==> src/rtl/branch_predict_unit_if.sv <==
// Fetch-lookup and EX-resolution bus between the pipeline and the branch predictor.
interface branch_predict_unit_if #(
    parameter int PC_W  = 9,
    parameter int CNT_W = 16
);
    logic             if_valid;
    logic [PC_W-1:0]  if_pc;
    logic             pred_taken;
    logic [31:0]      pred_target;
    logic             ex_valid;
    logic [PC_W-1:0]  ex_pc;
    logic [31:0]      ex_imm;
    logic             ex_branch;
    logic [1:0]       ex_jump_type;
    logic [31:0]      ex_alu_result;
    logic             ex_pred_taken;
    logic [31:0]      ex_pred_target;
    logic [31:0]      pc_four;
    logic [31:0]      pc_imm;
    logic             redirect;
    logic [31:0]      redirect_pc;
    logic [CNT_W-1:0] branch_cnt;
    logic [CNT_W-1:0] mispred_cnt;

    modport master (
        output if_valid, if_pc, ex_valid, ex_pc, ex_imm, ex_branch, ex_jump_type,
               ex_alu_result, ex_pred_taken, ex_pred_target,
        input  pred_taken, pred_target, pc_four, pc_imm, redirect, redirect_pc,
               branch_cnt, mispred_cnt
    );

    modport slave (
        input  if_valid, if_pc, ex_valid, ex_pc, ex_imm, ex_branch, ex_jump_type,
               ex_alu_result, ex_pred_taken, ex_pred_target,
        output pred_taken, pred_target, pc_four, pc_imm, redirect, redirect_pc,
               branch_cnt, mispred_cnt
    );
endinterface

==> src/rtl/branch_predict_unit.sv <==
// BTB + 2-bit BHT predictor with EX-stage resolution, registered redirect and
// saturating branch/mispredict statistics.
module branch_predict_unit #(
    parameter int PC_W  = 9,
    parameter int DEPTH = 16,
    parameter int CNT_W = 16
) (
    input  logic                 clk,
    input  logic                 rst_n,
    branch_predict_unit_if.slave bus
);
    localparam int IDX_W = $clog2(DEPTH);
    localparam int TAG_W = PC_W - IDX_W - 2;
    localparam logic [1:0] JT_JALR = 2'b01;
    localparam logic [1:0] JT_JAL  = 2'b10;

    logic             r_valid  [DEPTH];
    logic [1:0]       r_ctr    [DEPTH];
    logic [TAG_W-1:0] r_tag    [DEPTH];
    logic [31:0]      r_target [DEPTH];
    logic             r_jmp    [DEPTH];

    logic             r_redirect_p1;
    logic [31:0]      r_redirect_pc_p1;
    logic [CNT_W-1:0] r_branch_cnt;
    logic [CNT_W-1:0] r_mispred_cnt;

    function automatic logic [1:0] ctr_step(input logic [1:0] c, input logic up);
        if (up) return (c == 2'b11) ? c : c + 2'b01;
        return (c == 2'b00) ? c : c - 2'b01;
    endfunction

    function automatic logic [CNT_W-1:0] sat_inc(input logic [CNT_W-1:0] c);
        return (&c) ? c : c + CNT_W'(1);
    endfunction

    // Fetch-side lookup against the registered tables
    logic [IDX_W-1:0] w_if_idx;
    logic [TAG_W-1:0] w_if_tag;
    logic             w_if_hit;

    assign w_if_idx        = bus.if_pc[IDX_W+1:2];
    assign w_if_tag        = bus.if_pc[PC_W-1:IDX_W+2];
    assign w_if_hit        = bus.if_valid && r_valid[w_if_idx] && (r_tag[w_if_idx] == w_if_tag);
    assign bus.pred_taken  = w_if_hit && (r_jmp[w_if_idx] || r_ctr[w_if_idx][1]);
    assign bus.pred_target = bus.pred_taken ? r_target[w_if_idx] : 32'd0;

    // EX-side resolution (p0)
    logic [IDX_W-1:0] w_ex_idx;
    logic [TAG_W-1:0] w_ex_tag;
    logic [31:0]      w_ex_pc32;
    logic [31:0]      w_pc_four;
    logic [31:0]      w_pc_imm;
    logic [31:0]      w_act_target;
    logic             w_jalr;
    logic             w_jal;
    logic             w_br;
    logic             w_act_taken;
    logic             w_mispred_p0;
    logic             w_counted_p0;

    assign w_ex_idx     = bus.ex_pc[IDX_W+1:2];
    assign w_ex_tag     = bus.ex_pc[PC_W-1:IDX_W+2];
    assign w_ex_pc32    = 32'(bus.ex_pc);
    assign w_pc_four    = w_ex_pc32 + 32'd4;
    assign w_pc_imm     = w_ex_pc32 + bus.ex_imm;
    assign w_jalr       = bus.ex_valid && (bus.ex_jump_type == JT_JALR);
    assign w_jal        = bus.ex_valid && (bus.ex_jump_type == JT_JAL);
    // Reserved jump type 11 falls through here as "no jump"
    assign w_br         = bus.ex_valid && bus.ex_branch && !w_jalr && !w_jal;
    assign w_act_taken  = w_jalr || w_jal || (w_br && bus.ex_alu_result[0]);
    assign w_act_target = w_jalr ? {bus.ex_alu_result[31:1], 1'b0} : w_pc_imm;
    assign w_mispred_p0 = bus.ex_valid &&
                          ((w_act_taken != bus.ex_pred_taken) ||
                           (w_act_taken && (bus.ex_pred_target != w_act_target)));
    assign w_counted_p0 = bus.ex_valid && (bus.ex_branch || w_jalr || w_jal);

    assign bus.pc_four     = w_pc_four;
    assign bus.pc_imm      = w_pc_imm;
    assign bus.redirect    = r_redirect_p1;
    assign bus.redirect_pc = r_redirect_pc_p1;
    assign bus.branch_cnt  = r_branch_cnt;
    assign bus.mispred_cnt = r_mispred_cnt;

    // p0 -> p1: redirect, statistics and entry state
    always_ff @(posedge clk or negedge rst_n) begin
        if (!rst_n) begin
            for (int i = 0; i < DEPTH; i++) begin
                r_valid[i] <= 1'b0;
                r_ctr[i]   <= 2'b01;
            end
            r_redirect_p1    <= 1'b0;
            r_redirect_pc_p1 <= 32'd0;
            r_branch_cnt     <= '0;
            r_mispred_cnt    <= '0;
        end else begin
            r_redirect_p1 <= w_mispred_p0;
            if (w_mispred_p0) begin
                r_redirect_pc_p1 <= w_act_taken ? w_act_target : w_pc_four;
                r_mispred_cnt    <= sat_inc(r_mispred_cnt);
            end
            if (w_counted_p0) r_branch_cnt <= sat_inc(r_branch_cnt);
            if (w_jal) begin
                r_valid[w_ex_idx] <= 1'b1;
                r_ctr[w_ex_idx]   <= 2'b11;
            end else if (w_br) begin
                r_ctr[w_ex_idx] <= ctr_step(r_ctr[w_ex_idx], bus.ex_alu_result[0]);
                if (bus.ex_alu_result[0]) r_valid[w_ex_idx] <= 1'b1;
            end
        end
    end

    // Entry payload is qualified by r_valid, so it carries no reset
    always_ff @(posedge clk) begin
        if (w_jal || (w_br && bus.ex_alu_result[0])) begin
            r_tag[w_ex_idx]    <= w_ex_tag;
            r_target[w_ex_idx] <= w_pc_imm;
            r_jmp[w_ex_idx]    <= w_jal;
        end
    end
endmodule
==> src/flat_wrapper.sv <==
// flat-port wrapper written by rule: the top's interface ports become plain ports
module branch_predict_unit_flat 
#(
    parameter int PC_W  = 9,
    parameter int DEPTH = 16,
    parameter int CNT_W = 16
)
  (clk, rst_n, bus_if_valid, bus_if_pc, bus_ex_valid, bus_ex_pc, bus_ex_imm, bus_ex_branch, bus_ex_jump_type, bus_ex_alu_result, bus_ex_pred_taken, bus_ex_pred_target, bus_pred_taken, bus_pred_target, bus_pc_four, bus_pc_imm, bus_redirect, bus_redirect_pc, bus_branch_cnt, bus_mispred_cnt);
  branch_predict_unit_if #(.PC_W(PC_W), .CNT_W(CNT_W)) bus_i ();
  input  logic clk;
  input  logic rst_n;
  input wire logic [$bits(bus_i.if_valid)-1:0] bus_if_valid;
  input wire logic [$bits(bus_i.if_pc)-1:0] bus_if_pc;
  input wire logic [$bits(bus_i.ex_valid)-1:0] bus_ex_valid;
  input wire logic [$bits(bus_i.ex_pc)-1:0] bus_ex_pc;
  input wire logic [$bits(bus_i.ex_imm)-1:0] bus_ex_imm;
  input wire logic [$bits(bus_i.ex_branch)-1:0] bus_ex_branch;
  input wire logic [$bits(bus_i.ex_jump_type)-1:0] bus_ex_jump_type;
  input wire logic [$bits(bus_i.ex_alu_result)-1:0] bus_ex_alu_result;
  input wire logic [$bits(bus_i.ex_pred_taken)-1:0] bus_ex_pred_taken;
  input wire logic [$bits(bus_i.ex_pred_target)-1:0] bus_ex_pred_target;
  output wire logic [$bits(bus_i.pred_taken)-1:0] bus_pred_taken;
  output wire logic [$bits(bus_i.pred_target)-1:0] bus_pred_target;
  output wire logic [$bits(bus_i.pc_four)-1:0] bus_pc_four;
  output wire logic [$bits(bus_i.pc_imm)-1:0] bus_pc_imm;
  output wire logic [$bits(bus_i.redirect)-1:0] bus_redirect;
  output wire logic [$bits(bus_i.redirect_pc)-1:0] bus_redirect_pc;
  output wire logic [$bits(bus_i.branch_cnt)-1:0] bus_branch_cnt;
  output wire logic [$bits(bus_i.mispred_cnt)-1:0] bus_mispred_cnt;
  assign bus_i.if_valid = bus_if_valid;
  assign bus_i.if_pc = bus_if_pc;
  assign bus_i.ex_valid = bus_ex_valid;
  assign bus_i.ex_pc = bus_ex_pc;
  assign bus_i.ex_imm = bus_ex_imm;
  assign bus_i.ex_branch = bus_ex_branch;
  assign bus_i.ex_jump_type = bus_ex_jump_type;
  assign bus_i.ex_alu_result = bus_ex_alu_result;
  assign bus_i.ex_pred_taken = bus_ex_pred_taken;
  assign bus_i.ex_pred_target = bus_ex_pred_target;
  assign bus_pred_taken = bus_i.pred_taken;
  assign bus_pred_target = bus_i.pred_target;
  assign bus_pc_four = bus_i.pc_four;
  assign bus_pc_imm = bus_i.pc_imm;
  assign bus_redirect = bus_i.redirect;
  assign bus_redirect_pc = bus_i.redirect_pc;
  assign bus_branch_cnt = bus_i.branch_cnt;
  assign bus_mispred_cnt = bus_i.mispred_cnt;
  branch_predict_unit #(.PC_W(PC_W), .DEPTH(DEPTH), .CNT_W(CNT_W)) u_core (.clk(clk), .rst_n(rst_n), .bus(bus_i));
endmodule
==> config.mk <==
export PLATFORM = sky130hd
export DESIGN_NAME = branch_predict_unit_flat
export DESIGN_NICKNAME = d
export VERILOG_FILES = /design/src/rtl/branch_predict_unit_if.sv /design/src/rtl/branch_predict_unit.sv /design/src/flat_wrapper.sv
export SDC_FILE = /design/constraint.sdc
export NUM_CORES = 1
export LEC_CHECK = 0
export CAP_MARGIN = 20
export CORE_ASPECT_RATIO = 0.5
export CORE_MARGIN = 8
export CORE_UTILIZATION = 40
export DETAILED_ROUTE_END_ITERATION = 10
export DONT_BUFFER_PORTS = 1
export PLACE_DENSITY = 0.55
export SLEW_MARGIN = 10
export SYNTH_ARGS = -nofsm -noshare
export SYNTH_HDL_FRONTEND = slang
export SYNTH_SLANG_ARGS = --single-unit
==> constraint.sdc <==
create_clock -name clk -period 5.3 [get_ports clk]
set_input_delay 0.795 -clock clk [delete_from_list [all_inputs] [get_ports clk]]
set_output_delay 0.795 -clock clk [all_outputs]
set_load 0.05 [all_outputs]
==> out/results.tsv, run 1 <==
stage	metric	value	unit
yosys	Unique masters post-synth	78	
pwr	Static Leak	11.3	nW
grt	initial antenna violation count	6	
timing	post-layout min period	4.54	ns
timing	Setup-failing EPs final	0	
critical_path	Worst setup SP type	input port	
timing	hold_ws	0.139	ns
pwr	sw power	3.45	mW
die	core area	73400	um2
detailed_routing	final WL	85100	um
detailed_routing	first drt pass iteration count	5	
timing	PnR worst setup slack	0.763	ns
clock_network	CTS clock-pin slew for the worst setup and hold paths	0.06	ns
timing	Rel. slew slack	25.1	%
placement	pre-CTS setup slack	0.202	ns
placement	Port-buffer cells	0	
timing	achievable frequency	220	MHz
yosys	Yosys reg bits	689	
pwr	Power Dens Cells	379	nW/um2
timing	final hold violation count	0	
cells_and_area	Layout Utilization	45.8	%
clock_network	Clock Sinks	689	
pwr	Pint	9.31	mW
placement	DP Wirelength	53600	um
detailed_routing	post-route ant nets	0	
detailed_routing	via count	16400	
timing	setup tns final	0	ns
pwr	power share of the clock group	36.2	%
clock_network	CTS tree	yes	
clock_network	Num CTS Buffers	66	
yosys	main area contributors after synthesis	edfxtp_1 (58%), mux4_2 (14%), dfrtp_1 (8.2%)	
die	Die Area	83900	um2
yosys	Synth area leader	edfxtp_1	
clock_network	clk_lat worst skew	0.61	ns
timing	Slew Limit Fails	0	
die	die width	402	um
yosys	sequential area share after synthesis	67.7	%
die	Row Count	70	
clock_network	clk buf depth	3	
die	I/O pin total	284	
placement	gp weighted congestion	0.940	
critical_path	Worst EP required	5.79	ns
die	Die H	209	um
cells_and_area	Layout Cells excl Fill	2845	
yosys	area share of the largest cell type after synthesis	58.1	%
clock_network	H-tree levels	3	
grt	first-pass GRT wire length	122000	um
outcome	status	complete, no violations	
grt	All-Layer GR Usage	19.8	%
yosys	Post-synth EDFFs	576	
detailed_routing	DRC	0	
critical_path	crit path max fanout	53	
yosys	Avg Inst Size Synth	17.0	um2
pwr	Switching Share	27.1	%
cells_and_area	fin nets	1955	
yosys	Post-Syn Area	29800	um2
detailed_routing	drt initial violations	1544	
pwr	VDD IR-drop max	0.288	mV
grt	largest net degree at the start of global routing	145	
cells_and_area	share of layout cells above drive strength 1	25.0	%
cells_and_area	Area Overhead vs Synth	13.0	%
detailed_routing	Via density	5.77	
yosys	asr flop ratio synth	16.4	%
grt	vias in the first global route	16500	
detailed_routing	Wirelength per Cell	29.9	um
timing	RSZ-0062 raised after global routing	no	
grt	GRT Residual Overflow	0	
yosys	Mapped Cells	1756	
yosys	ys flop type	edfxtp_1	
min_path	Hold Path Class	input port to asynchronous set/reset pin	
die	starting density of the core	40.6	%
critical_path	nature of the critical path endpoint	flop	
yosys	cell with the most instances after synthesis	edfxtp_1	
timing	Slew @ Worst Pin	1.12	ns
placement	dpl cells	2718	
timing	final worst path period share	85.6	%
clock_network	CTS root buf	clkbuf_16	
pwr	sequential cell fraction of total power	53.1	%
critical_path	crit path DAT	5.03	ns
yosys	top post-synthesis cells by count	edfxtp_1 (576), mux4_2 (190), nor2_1 (112)	
flow_run	max cap viols	0	
timing	clk_skew	0.00962	ns
pwr	Gate power share	10.7	%
yosys	Yosys warning count	0	
critical_path	Setup Crit Path Kind	input port to flop	
cell families after synthesis:
group           Yosys count  share of synthesized area, %
xor+xnor                 98                          2.88
fa+ha+maj                17                         0.731
other cells               1                        0.0126
buf+inv                 147                          2.36
flops                   689                          67.7
mux                     216                          15.3
compound gates          206                          4.76
simple gates            382                          6.25
per-layer routing:
layer | GRT usage [%] | up-vias | part of all wire [%]
li1 | - | 7067 | -
met4 | 7.17 | 4 | 3.6
met2 | 29.9 | 570 | 45
met5 | 0 | - | 0.039
met3 | 5.94 | 152 | 8.2
met1 | 27.3 | 8636 | 43
power groups by stage:
stage | logic (mW) | registers [mW] | clock network, mW
floorplan | 1.05 | 6.79 | 0
global placement | 1.34 | 6.88 | 0
global route | 1.47 | 6.80 | 4.92
finish | 1.37 | 6.77 | 4.62
detailed placement | 1.35 | 6.89 | 0
CTS | 1.38 | 6.77 | 4.71
critical path, cell delays in order:
cell and delay (ns):
ha_1 0.26, fa_1 0.47, a211oi_2 0.26, buf_4 0.18, o21ai_2 0.07, xnor2_1 0.15
o211ai_1 0.28, o41ai_1 0.15, or4_1 0.54, or4_1 0.52, or4_4 0.45, o21ai_4 0.18
buf_12 0.27, nor3_1 0.11, mux2_4 0.30
stage by stage:
step	power [mW]	cell area, um2
detailed placement	8.24	31500
floorplan	7.84	29900
finish	12.8	33600
CTS	12.9	33600
global placement	8.22	31500
global route	13.2	33600
placed cells by master (no fill, tap or decap), types with 14 or more instances in the layout:
| cell type | Yosys | routed |
|---|---|---|
| nand4_1 | 25 | 25 |
| mux4_2 | 190 | 190 |
| o22a_1 | 18 | 18 |
| and3_1 | 44 | 44 |
| nand2_1 | 95 | 95 |
| nor2_4 | 0 | 16 |
| xor2_1 | 42 | 33 |
| conb_1 | 1 | 22 |
| nor4_1 | 16 | 15 |
| clkinv_1 | 0 | 14 |
| o21ai_0 | 72 | 71 |
| dfstp_2 | 16 | 16 |
| or2_2 | 18 | 18 |
| edfxtp_1 | 576 | 576 |
| nor2_1 | 112 | 95 |
| clkbuf_16 | 0 | 68 |
| clkbuf_1 | 56 | 14 |
| dfrtp_1 | 97 | 97 |
| nand3_1 | 27 | 27 |
| ha_1 | 15 | 15 |
| inv_1 | 33 | 33 |
| buf_4 | 27 | 79 |
| xnor2_1 | 56 | 42 |
| nor3_1 | 15 | 15 |
| a21oi_1 | 28 | 27 |
sequential cells by signal, indices dropped and copies added, names as in the netlist:
name,flops
u_core.r_target,512
u_core.r_ctr,32
u_core.bus.mispred_cnt,16
u_core.bus.redirect,1
u_core.r_jmp,16
u_core.bus.redirect_pc,32
u_core.r_valid,16
u_core.bus.branch_cnt,16
u_core.r_tag,48
timing repair:
action,in CTS,in global routing
endpoints found under the hold margin,97,0
gates resized for setup,0,0
hold buffers,3,0
buffers inserted,0,0
path summary, 6_finish.rpt:
path                                                       startpoint                                     end  slack (ns)  cells after the start
worst min-delay path                                            rst_n    u_core.bus.branch_cnt[3]$_DFFE_PN0P_        0.14                      1
max in group asynchronous                                       rst_n            u_core.r_ctr[22]$_DFFE_PN1P_        4.17                      1
worst max register to register  u_core.bus.mispred_cnt[4]$_DFFE_PN0P_   u_core.bus.mispred_cnt[1]$_DFFE_PN0P_        2.35                      7
worst max-delay path                                    bus_ex_imm[0]  u_core.bus.mispred_cnt[12]$_DFFE_PN0P_        0.76                     15
min in group clk                                         bus_ex_pc[8]            u_core.r_tag[2][2]$_DFFE_PP_        0.29                      0
worst min register to register          u_core.r_valid[4]$_DFFE_PN0P_           u_core.r_valid[4]$_DFFE_PN0P_        0.46                      1
layout make-up:
class	instances	area, um2
antenna	6	15.0
multi-input combinational	941	9390
clock buffer	83	1770
sequential	689	20100
fill	6350	39800
inverter	33	124
clock inverter	35	289
timing repair buffer	86	696
tap	972	1220
Power figures use the tool's default switching activity.
==> run 2: changes to the inputs <==
--- a/config.mk
+++ b/config.mk
@@ -8,10 +8,10 @@
 export CAP_MARGIN = 20
 export CORE_ASPECT_RATIO = 0.5
 export CORE_MARGIN = 8
-export CORE_UTILIZATION = 40
+export CORE_UTILIZATION = 44
 export DETAILED_ROUTE_END_ITERATION = 10
 export DONT_BUFFER_PORTS = 1
-export PLACE_DENSITY = 0.55
+export PLACE_DENSITY = 0.6
 export SLEW_MARGIN = 10
 export SYNTH_ARGS = -nofsm -noshare
 export SYNTH_HDL_FRONTEND = slang
==> out/results.tsv, run 2 (synthesized netlist as in run 1, its figures left out) <==
stage	metric	value	unit
placement	dpl cells	2639	
clock_network	CTS root buf	clkbuf_16	
placement	placed cell area	31500	um2
pwr	Static Leak	11.3	nW
timing	Slew @ Worst Pin	1.04	ns
die	Row Count	67	
cells_and_area	Post-Layout Inst Area	33700	um2
critical_path	crit path DAT	4.92	ns
clock_network	CTS tree	yes	
clock_network	Setup Fix Bufs, Post-CTS	0	
timing	PnR worst setup slack	0.889	ns
critical_path	Worst setup SP type	input port	
cells_and_area	share of layout cells above drive strength 1	25.5	%
cells_and_area	Area Overhead vs Synth	13.2	%
outcome	status	complete, no violations	
detailed_routing	Via density	5.93	
timing	Setup-failing EPs final	0	
detailed_routing	final WL	82300	um
cells_and_area	Layout Cells excl Fill	2763	
timing	achievable frequency	227	MHz
clock_network	H-tree levels	2	
placement	Port-buffer cells	0	
die	I/O pin total	284	
detailed_routing	via count	16400	
die	starting density of the core	44.4	%
cells_and_area	most flop-heavy register	u_core.r_target	
timing	final worst path period share	83.2	%
die	core area	67000	um2
grt	largest net degree at the start of global routing	145	
detailed_routing	first drt pass iteration count	7	
cells_and_area	Layout Utilization	50.3	%
clock_network	clk_lat worst skew	0.65	ns
detailed_routing	DRC	0	
detailed_routing	Wirelength per Cell	29.8	um
cells_and_area	fin nets	1948	
die	Die Area	76700	um2
min_path	Hold Path Class	input port to asynchronous set/reset pin	
cells_and_area	most common cell after layout, fill and taps aside	edfxtp_1	
placement	pre-CTS setup slack	0.267	ns
clock_network	Clock Sinks	689	
grt	vias in the first global route	16600	
critical_path	nature of the critical path endpoint	flop	
grt	GRT Residual Overflow	0	
grt	first-pass GRT wire length	118000	um
clock_network	Gates resized, CTS repair	0	
clock_network	clk buf depth	3	
clock_network	Num CTS Buffers	61	
critical_path	Setup Crit Path Kind	input port to flop	
flow_run	max cap viols	0	
placement	gp weighted congestion	0.957	
die	die width	384	um
cells_and_area	number of flip-flops in the largest register	512	
cells_and_area	Largest regs	u_core.r_target: 512 flops, u_core.r_tag: 48 flops	
timing	RSZ-0062 raised after global routing	no	
pwr	Power Dens Cells	381	nW/um2
detailed_routing	drt initial violations	1596	
timing	clk_skew	0.0125	ns
timing	post-layout min period	4.41	ns
clock_network	CTS clock-pin slew for the worst setup and hold paths	0.07	ns
critical_path	crit path max fanout	53	
timing	setup tns final	0	ns
detailed_routing	post-route ant nets	0	
pwr	VDD IR-drop max	0.270	mV
grt	All-Layer GR Usage	21.0	%
die	Die H	200	um
grt	initial antenna violation count	5	
cells_and_area	most frequent cells in the layout	edfxtp_1 (576), mux4_2 (190), dfrtp_1 (97)	
cells_and_area	# fillers	5496	
critical_path	Worst EP required	5.80	ns
timing	Rel. slew slack	30.7	%
timing	final hold violation count	0	
timing	Slew Limit Fails	0	
placement	DP Wirelength	52600	um
-- run 2: cell types whose count changed in the layout (fill, tap and decap cells not counted), moves of 3 or more --
cell | previous run | this run
buf_12 | 2 | 8
buf_4 | 79 | 72
bufinv_16 | 3 | 10
clkbuf_1 | 14 | 11
clkbuf_16 | 68 | 61
clkinv_1 | 14 | 7
clkinv_4 | 1 | 4
clkinvlp_4 | 3 | 7
diode_2 | 6 | 3
-- run 2: what timing repair did --
item	in CTS	in global routing
hold endpoints to repair	113	0
endpoints found under the setup margin	0	0
hold buffers	1	0
-- run 2: final cells by class --
class	count	area, um2	area share (%)
Sequential cell	689	20100	59.8
Timing Repair Buffer	84	771	2.29
Clock buffer	72	1580	4.68
Clock inverter	44	562	1.67
Tap cell	897	1120	3.33
Inverter	33	124	0.368
Multi-Input combinational cell	941	9390	27.9
Antenna cell	3	7.51	0.0223
-- run 2: worst paths after layout --
check                           depth (start not counted)                             startpoint                                      to  slack [ns]
worst max-delay path                                   16                          bus_ex_imm[0]  u_core.bus.redirect_pc[18]$_DFFE_PN0P_        0.89
min in group clk                                        0                           bus_ex_pc[7]           u_core.r_tag[15][1]$_DFFE_PP_        0.25
worst min-delay path                                    1                                  rst_n    u_core.bus.branch_cnt[2]$_DFFE_PN0P_        0.06
worst max register to register                          7  u_core.bus.mispred_cnt[4]$_DFFE_PN0P_   u_core.bus.mispred_cnt[1]$_DFFE_PN0P_        2.39
max in group asynchronous                               1                                  rst_n          u_core.r_valid[11]$_DFFE_PN0P_        4.72
worst min register to register                          1          u_core.r_valid[0]$_DFFE_PN0P_           u_core.r_valid[0]$_DFFE_PN0P_        0.46
-- run 2: report_power, final --
part / leakage, nW / total, mW / internal (mW) / switching, mW
combinational: 3.75 / 1.36 / 0.551 / 0.805
clock: 1.02 / 4.72 / 2.65 / 2.07
sequential: 6.55 / 6.76 / 6.22 / 0.550
-- run 2: through the flow --
step                      hold slack [ns]  power, mW
final                              0.0610       12.8
after global routing                0.134       13.3
after CTS                           0.110       12.9
after detailed placement            0.448       8.21
after floorplan                     0.432       7.84
after global placement              0.445       8.19
-- run 2: routing by layer --
metal	up-vias	wire, um	global-route usage [%]	part of all wire (%)
li1	7060	-	-	-
met1	8637	34700	28.8	42
met2	583	38700	33.4	47
met3	112	6520	5.50	7.9
met4	2	2390	6.28	2.9
met5	-	13	0	0.016
-- run 2: critical path, cell delays in order --
cell and delay (ns):
ha_1 0.21, fa_1 0.45, a211oi_2 0.24, buf_4 0.18
o21ai_2 0.07, xnor2_1 0.16, o211ai_1 0.26, o41ai_1 0.12
or4_1 0.55, or4_1 0.53, or4_4 0.45, o21ai_4 0.16
buf_12 0.26, buf_4 0.30, nand2_1 0.09, o41ai_1 0.09
